$ cat src/rtl/regfile_dump_reader.sv
// Debug read-out engine: walks every register-file address, captures the
// combinational read data and streams each register out on valid/ready.
module regfile_dump_reader #(
  parameter int NUM_REGS = 32,
  parameter int ADDR_W   = 5,
  parameter int DATA_W   = 32
) (
  input  logic              clk_i,
  input  logic              reset_i,
  input  logic              start_i,
  input  logic              abort_i,
  output logic [ADDR_W-1:0] rd_addr_o,
  input  logic [DATA_W-1:0] rd_data_i,
  output logic              out_valid_o,
  input  logic              out_ready_i,
  output logic [DATA_W-1:0] out_data_o,
  output logic [ADDR_W-1:0] out_index_o,
  output logic              busy_o,
  output logic              done_o
);

  typedef enum logic [1:0] {IDLE, RD, SEND, DONE} state_t;

  localparam logic [ADDR_W-1:0] LAST_IDX = ADDR_W'(NUM_REGS - 1);

  state_t              state_q, state_d;
  logic [ADDR_W-1:0]   rd_addr_q, rd_addr_d;
  logic [ADDR_W-1:0]   out_index_q, out_index_d;
  logic [DATA_W-1:0]   out_data_q, out_data_d;
  logic                out_valid_q, out_valid_d;

  always_ff @(posedge clk_i) begin
    if (reset_i) begin
      state_q     <= IDLE;
      rd_addr_q   <= '0;
      out_index_q <= '0;
      out_data_q  <= '0;
      out_valid_q <= 1'b0;
    end else begin
      state_q     <= state_d;
      rd_addr_q   <= rd_addr_d;
      out_index_q <= out_index_d;
      out_data_q  <= out_data_d;
      out_valid_q <= out_valid_d;
    end
  end

  always_comb begin
    state_d     = state_q;
    rd_addr_d   = rd_addr_q;
    out_index_d = out_index_q;
    out_data_d  = out_data_q;
    out_valid_d = out_valid_q;
    // abort only matters once a dump is running; start always wins in IDLE
    if (abort_i && state_q != IDLE) begin
      state_d     = IDLE;
      out_valid_d = 1'b0;
      rd_addr_d   = '0;
    end else begin
      unique case (state_q)
        IDLE: if (start_i) begin
          rd_addr_d = '0;
          state_d   = RD;
        end
        RD: begin
          out_data_d  = rd_data_i;
          out_index_d = rd_addr_q;
          out_valid_d = 1'b1;
          state_d     = SEND;
        end
        SEND: if (out_ready_i) begin
          out_valid_d = 1'b0;
          if (out_index_q == LAST_IDX) begin
            state_d = DONE;
          end else begin
            rd_addr_d = rd_addr_q + 1'b1;
            state_d   = RD;
          end
        end
        DONE: state_d = IDLE;
        default: state_d = IDLE;
      endcase
    end
  end

  assign rd_addr_o   = rd_addr_q;
  assign out_valid_o = out_valid_q;
  assign out_data_o  = out_data_q;
  assign out_index_o = out_index_q;
  assign busy_o      = (state_q != IDLE);
  assign done_o      = (state_q == DONE);

endmodule

$ cat config.mk
export PLATFORM = sky130hd
export DESIGN_NAME = regfile_dump_reader
export DESIGN_NICKNAME = d
export VERILOG_FILES = /design/src/rtl/regfile_dump_reader.sv
export SDC_FILE = /design/constraint.sdc
export NUM_CORES = 1
export LEC_CHECK = 0
export BUFFER_PORTS_ARGS = -buffer_cell sky130_fd_sc_hd__clkbuf_2
export CAP_MARGIN = 20
export CORE_MARGIN = 2
export CORE_UTILIZATION = 41
export CTS_BUF_LIST = sky130_fd_sc_hd__clkbuf_16
export DETAILED_ROUTE_END_ITERATION = 16
export GPL_ROUTABILITY_DRIVEN = 0
export PLACE_DENSITY_LB_ADDON = 0.12
export SYNTH_ARGS = -nofsm -noshare
export SYNTH_HDL_FRONTEND = slang
export SYNTH_SLANG_ARGS = --single-unit
$ cat constraint.sdc
create_clock -name clk_i -period 1.3 [get_ports clk_i]
set_input_delay 0.26 -clock clk_i [delete_from_list [all_inputs] [get_ports clk_i]]
set_output_delay 0.26 -clock clk_i [all_outputs]
set_load 0.05 [all_outputs]
# == Yosys cells after proc, flatten, opt, wreduce, memory -nomap -nowiden ==
# Index checks and enable logic that the tools add are counted.
# Widths: inputs -> output; s select.
# classes
addsub,1
n_eq_ne,7
mux,10
bitwise_logic,1
reduce_logical,10
# ops
cell,count
$mux 5,3
$pmux 5 s2,1
$pmux 2 s4,1
$mux 2,3
$ne 2x2->1 const B,3
$reduce_and 2->1,3
$reduce_bool 2->1,3
$add 5x1->5 const B,1
$eq 5x5->1 const B,1
$eq 2x2->1 const B,2
$reduce_and 4->1,1
$eq 2x1->1 const B,1
$logic_not 2->1,1
$pmux 1 s2,1
$reduce_or 2->1,1
$logic_and 1x1->1,1
$mux 1,1
$not 1->1,1
# word_totals
register_bits,45
inputBits,37
out_inout_bits,45

# == Logic depth before layout (Yosys ltp) ==
# Gate-level depths: netlist of run 1.
# depth
depth_word,4
mapped_depth,6
mapped_depth_nobuf,5

# == Worst setup path after synthesis of run 1 ==
# Ideal clock, no wire load.
# synth_path
path_kind,reg-to-reg
startpoint,reg rd_addr_q[0] (netlist: rd_addr_o[0])
endpoint,reg rd_addr_q[4] (netlist: rd_addr_o[4])
arrival_time_ps,1536
t_required_ps,1230
setup_slack_ps,-305
stages_incl_launch_ff,6
period_less_slack_ps,1605
path_cell_list,dfxtp_1 ha_1 nand4b_1 or2_0 a21o_1 a21oi_1
# synth_via
elab_chain_len,4
# synth_lines
element,line,text
start: declaration,27,"logic [ADDR_W-1:0] rd_addr_q, rd_addr_d;"
start signal: assignment,41,rd_addr_q <= rd_addr_d;
$add 5x1->5,76,rd_addr_d = rd_addr_q + 1'b1;
$mux 5,73,if (out_index_q == LAST_IDX) begin
$mux 5,71,SEND: if (out_ready_i) begin
$pmux 5 s2,60,unique case (state_q)
# No other way between the ends. The select of a mux whose other input is x is not followed.
# A chain may end at the register's enable or synchronous reset.

# == Worst setup path after layout of run 1 ==
# layout_path
startpoint,reg state_q[1]
endpoint,out busy_o
# layout_via
elab_chain_len,1
# layout_lines
element,line,text
start: declaration,26,"state_t state_q, state_d;"
start signal: assignment,40,state_q <= state_d;
$reduce_bool 2->1,90,assign busy_o = (state_q != IDLE);
end: declaration,18,"output logic busy_o,"
# No other way between the ends.

==> results of run 1 <==
[cells in the mapped netlist (all sizes together)]
master | count | area, sq um
and2 | 1 | 6.26
or3b | 1 | 8.76
inv | 1 | 3.75
or4b | 1 | 10.0
clkbuf | 8 | 30.0
a31oi | 3 | 18.8
or2 | 5 | 31.3
nor2 | 2 | 10.0
ha | 1 | 12.5
nand3b | 1 | 7.51
a21oi | 40 | 200
nand4b | 2 | 17.5
or3 | 1 | 6.26
a211oi | 2 | 15.0
buf | 4 | 20.0
o21bai | 1 | 18.8
nor2b | 1 | 6.26
dfxtp | 45 | 901
nand2b | 2 | 12.5
o21ai | 3 | 15.0
nand3 | 6 | 30.0
nand2 | 80 | 303
a21o | 3 | 22.5
[registers in the layout, summed over array words and instances, names as in the netlist]
signal and cells:
out_data_o 32, out_index_o 5, out_valid_o 1, rd_addr_o 5
state_q 2
[layer usage]
metal / vias up / track usage, % / routed length (um)
met1: 770 / 23.2 / 1990
met5: - / 0 / 0
met2: 51 / 28.8 / 2030
met3: 2 / 6.33 / 313
li1: 891 / - / -
met4: 0 / 4.50 / 19
[where the power goes]
part	switching [mW]	internal (mW)
Combinational	0.315	0.171
Sequential	0.0264	1.41
Clock	0.481	0.694
[path summary, 6_finish.rpt]
| kind | slack, ps | end |
|---|---|---|
| max | -7 | busy_o |
| min reg2reg | 450 | out_data_o[31] |
| min | 200 | out_data_o[24] |
| max reg2reg | 10 | rd_addr_o[2] |
[cell type report]
| class | count | area share [%] |
|---|---|---|
| Timing Repair Buffer | 95 | 23.4 |
| Multi-Input combinational cell | 156 | 31.2 |
| Clock buffer | 5 | 5.00 |
| Clock inverter | 3 | 0.500 |
| Tap cell | 50 | 2.50 |
| Sequential cell | 45 | 37.3 |
| Inverter | 1 | 0.150 |
[cell families after synthesis]
group	after synthesis
buffers and inverters	13
DFF	45
adders and majority gates	1
and+or+nand+nor	103
AOI/OAI and AO/OA	52
[worst min-delay path, cell delays in order]
cell      delay [ps]
clkbuf_2          80
nand2_1           40
a21oi_1           50
[through the flow]
step / hold slack, ps / total power, mW
after floorplan: 396 / 1.76
after global placement: 442 / 1.92
after detailed placement: 447 / 1.92
after CTS: 195 / 3.12
after global routing: 195 / 3.23
final: 197 / 3.10
[what timing repair did]
item,4_1_cts,5_1_grt
buffers inserted,1,0
endpoints found under the setup margin,2,11
hold endpoints to repair,0,0
gates cloned,0,1
pin swaps,2,1
gates resized for setup,9,4
==> flow_metrics.tcl, run 1 <==
set metrics [dict create \
    holdCritPathClass "in2reg" \
    vias_per_cell 4.83 \
    hp-start "rd_data_i[24]" \
    finalHoldViolations 0 \
    yosys_warnings 0 \
    diodes 0 \
    grt_max_degree 38 \
    dr.pass1.iters 4 \
    violations "negative setup slack" \
    arrival_ps 1050 \
    num_rows 23 \
    fin_crit_ps 1310 \
    initial_core_util_pct 42.7 \
    register_area_sq_um 933 \
    drv_cap 0 \
    holdPathStages 3 \
    required_ps 1040 \
    ys_types 27 \
    port-buffer-count 81 \
    path_class "reg2out" \
    period_share_pct 101 \
    synth_xor_area_share_pct 0 \
    synth_compound_area_share_pct 17.0 \
    clockBufferDepth 2 \
    wirelength_mm 4.35 \
    cp_max_fo 5 \
    antenna_found_initial 0 \
    slew_headroom_pct 79.3 \
    ir_worst_vdd_uv 701 \
    synth_simple_gate_area_share_pct 26.3 \
    syn_area_sq_mm 0.00171 \
    slew_viol_final 0 \
    pre_cts_slack_ps -0.0981 \
    cts_buffers 5 \
    place_area_sq_mm 0.00228 \
    io_pins 82 \
    multi_input_area_sq_um 779 \
    utilization_pct 62.6 \
    finClkSkew_ps 4.37 \
    ff2ff_path_depth 4 \
    drc_errors 0 \
    grt_pass1_wl_mm 6.40 \
    die_w_um 68.5 \
    grt_usage_pct 18.0 \
    worstSetupStartpointType "register" \
    muxShareOfSynthArea_pct 0 \
    layout_common_cells "nand2_1 (78), clkbuf_2 (78), a21oi_1 (40), dfxtp_1 (35), buf_4 (10)" \
    fin_setup_tns_ps -10.1 \
    drtIter0Drc 81 \
    clk-insertion-delay-late_ps 280 \
    critPathLaunch "state_q[1]" \
    rsz0062_at_grt "true" \
    hpwl_mm 2.88 \
    wl_per_cell_um 12.3 \
    fmax_ghz 0.765 \
    syn_inst 214 \
    worst-path-stages 2 \
    finalNonFillerCells 355 \
    setup_ws_ps -6.75 \
    critPathMaxStageDelay_ps 360 \
    end_kind "output pin" \
    synthAdderAreaFrac_pct 0.733 \
    fin_nets 342 \
    die_y_um 68.5 \
    synthesis.nets 252 \
    crit_family "flip-flops" \
    powerDensity_mw_per_mm2 1240 \
    path_buf_inv 1 \
    cts_tree "yes" \
    worst_pin_slew_ps 310 \
    setup_violations 2 \
    avgSynthCellArea_sq_um 7.97 \
    cts_root_buf "clkbuf_16" \
    r2r_start "state_q[1]" \
    clk_pin_slew_ps 60 \
    core_area_sq_mm 0.00400 \
    design_area_sq_mm 0.00250 \
    synth_top_family_by_area "simple AND/OR/NAND/NOR gates" \
    numClockSinks 45 \
    grt_pass1_vias 1436 \
    place_inst 345 \
    critPathSlowestCell "dfxtp_4" \
    ys_ff_latch 45 \
    ant_nets 0 \
    areaGrowthSynthToFinish_pct 46.6 \
    vias 1714 \
    hold_buffers 0 \
    fillers 362 \
    drive_above_1_share_pct 39.3 \
    dieArea_sq_mm 0.00469 \
    htree_levels 2 \
    cp_cell_sequence "or2_1 -> clkbuf_8" \
    p_leak_nw 1.08 \
    ys_seq_area_share_pct 52.8 \
    gr-total-overflow 0 \
    status "finished, violations left" \
]
No activity file was read; power rests on OpenSTA's default activity.
==> run 2, diff against run 1 <==
ABC_AREA = 1   (was default)
CORE_UTILIZATION = 40   (was 41)
GPL_TIMING_DRIVEN = 0   (was default)
==> flow_metrics.tcl, run 2 <==
set metrics [dict create \
    status "complete, no violations" \
    ant_nets 0 \
    fin_setup_tns_ps 0 \
    ys_async_sr_fraction_pct 0 \
    worst-path-stages 1 \
    cts_root_buf "clkbuf_16" \
    hpwl_mm 3.40 \
    die_w_um 74.2 \
    design_area_sq_mm 0.00267 \
    largest_reg_flops 32 \
    clockBufferDepth 2 \
    synth_edf_count 0 \
    vias_per_cell 4.73 \
    vias 1856 \
    ys_ff_latch 45 \
    required_ps 1040 \
    synthFlopType "dfxtp_1" \
    p_leak_nw 1.15 \
    setup_violations 0 \
    arrival_ps 990 \
    grt_usage_pct 17.5 \
    cp_max_fo 6 \
    port-buffer-count 81 \
    fin_crit_ps 1250 \
    diodes 0 \
    grt_max_degree 15 \
    dieArea_sq_mm 0.00550 \
    critPathMaxStageDelay_ps 420 \
    layout_common_cells "clkbuf_2 (77), nand2_1 (52), dfxtp_1 (35), nand3_1 (32), a21oi_1 (26)" \
    syn_area_sq_mm 0.00197 \
    dr.pass1.iters 4 \
    ys_top_cells_by_count "nand2_1 (52), dfxtp_1 (45), nand3_1 (32)" \
    grt_pass1_vias 1715 \
    clk_pin_slew_ps 60 \
    numClockSinks 45 \
    grt_pass1_wl_mm 7.47 \
    ir_worst_vdd_uv 767 \
    die_y_um 74.2 \
    num_rows 25 \
    worst_pin_slew_ps 432 \
    holdCritPathClass "in2reg" \
    yosys.cell_count.top_type "nand2_1" \
    syn_inst 236 \
    avgSynthCellArea_sq_um 8.35 \
    fin_nets 362 \
    ys_seq_area_share_pct 45.7 \
    setup_ws_ps 45.0 \
    drv_cap 0 \
    end_kind "output pin" \
    crit_family "flip-flops" \
    finClkSkew_ps 4.09 \
    rsz0062_at_grt "false" \
    ys_types 22 \
    gr-total-overflow 0 \
    place_area_sq_mm 0.00247 \
    fmax_ghz 0.797 \
    slew_viol_final 0 \
    wirelength_mm 4.58 \
    htree_levels 2 \
    wl_per_cell_um 11.7 \
    drtIter0Drc 82 \
    netlist.area_leader.share_pct 45.7 \
    finalHoldViolations 0 \
    pre_cts_slack_ps 38.3 \
    drc_errors 0 \
    utilization_pct 56.6 \
    hold_buffers 0 \
    path_buf_inv 1 \
    yosys_warnings 0 \
    cts_buffers 5 \
    initial_core_util_pct 41.7 \
    final_common_cell "clkbuf_2" \
    worstSetupStartpointType "register" \
    drive_above_1_share_pct 47.4 \
    powerDensity_mw_per_mm2 1330 \
    io_pins 82 \
    path_class "reg2out" \
    synthesis.nets 274 \
    ff2ff_path_depth 7 \
    areaGrowthSynthToFinish_pct 35.6 \
    core_area_sq_mm 0.00472 \
    clk-insertion-delay-late_ps 280 \
    holdPathStages 3 \
    cp_cell_sequence "buf_2" \
    cts_tree "yes" \
    netlist_top_cells_area "dfxtp_1 (46%), nand2_1 (9.9%), a21oi_2 (8.4%)" \
    yosys.area.top_type "dfxtp_1" \
    period_share_pct 96.5 \
    antenna_found_initial 0 \
    critPathSlowestCell "dfxtp_1" \
    slew_headroom_pct 71.2 \
]
## run 2: cell types whose count changed after synthesis, moves of 4 or more
cell | previous run | this run
nand2_1 | 79 | 52
buf_2 | 4 | 9
inv_1 | 1 | 9
a21oi_1 | 40 | 26
nand3_1 | 6 | 32
nor2_1 | 1 | 10
buf_6 | 0 | 4
nand3_2 | 0 | 10
clkbuf_1 | 8 | 0
a21oi_2 | 0 | 19
## run 2: worst reg2reg max path, cell delays in order, from the launching register on
cell and delay [ps]:
dfxtp_2 360, inv_2 70, nor2_4 120, nand2_2 70, buf_6 140, buf_4 170
nand2_1 70, a21oi_2 50
## run 2: worst paths after layout
path / from / endpoint / slack (ps)
worst min register to register: out_data_o[23] / out_data_o[23] / 460
worst max register to register: state_q[0] / out_index_o[2] / 130
worst min-delay path: rd_data_i[4] / out_data_o[4] / 220
worst max-delay path: rd_addr_o[3] / rd_addr_o[3] / 50
## run 2: through the flow
step | cells | total power, mW | hold WS (ps)
after detailed placement | 384 | 2.18 | 450
after CTS | 392 | 3.60 | 212
after global routing | 392 | 3.72 | 214
final | 392 | 3.56 | 215
after global placement | 384 | 2.17 | 446
after floorplan | 236 | 1.99 | 409
## run 2: layer usage
layer / track usage, % / routed length [um]
met5: 0 / 0
met4: 6.67 / 57
met3: 4.61 / 275
met2: 30.1 / 2170
met1: 20.8 / 2080
## run 2: what timing repair did
action	in CTS	in global routing
setup buffers	0	0
hold endpoints to repair	0	0
endpoints found under the setup margin	3	4
pin swaps	0	0
cloned	0	0
resized for setup	7	6
## run 2: logic make-up (layout without fill, tap and decap cells)
group                      after synthesis  after routing  synth area share [%]
and+or+nand+nor                        115            115                  29.8
adders and majority gates                1              1                 0.635
AOI/OAI and AO/OA                       47             47                  15.7
buffers and inverters                   28            117                  8.19
DFF                                     45             45                  45.7
## run 2: power by group
group          switching (mW)  total [mW]  internal (mW)
sequential             0.0501        1.49           1.44
clock                   0.501        1.40          0.902
combinational           0.460       0.665          0.205
## run 2: final cells by class
cell class | count | area, sq um
Buffer | 16 | 116
Clock buffer | 5 | 125
Clock inverter | 3 | 42.5
Fill cell | 461 | 2050
Inverter | 12 | 45.0
Multi-Input combinational cell | 163 | 916
Sequential cell | 45 | 916
Tap cell | 67 | 83.8
Timing Repair Buffer | 81 | 427
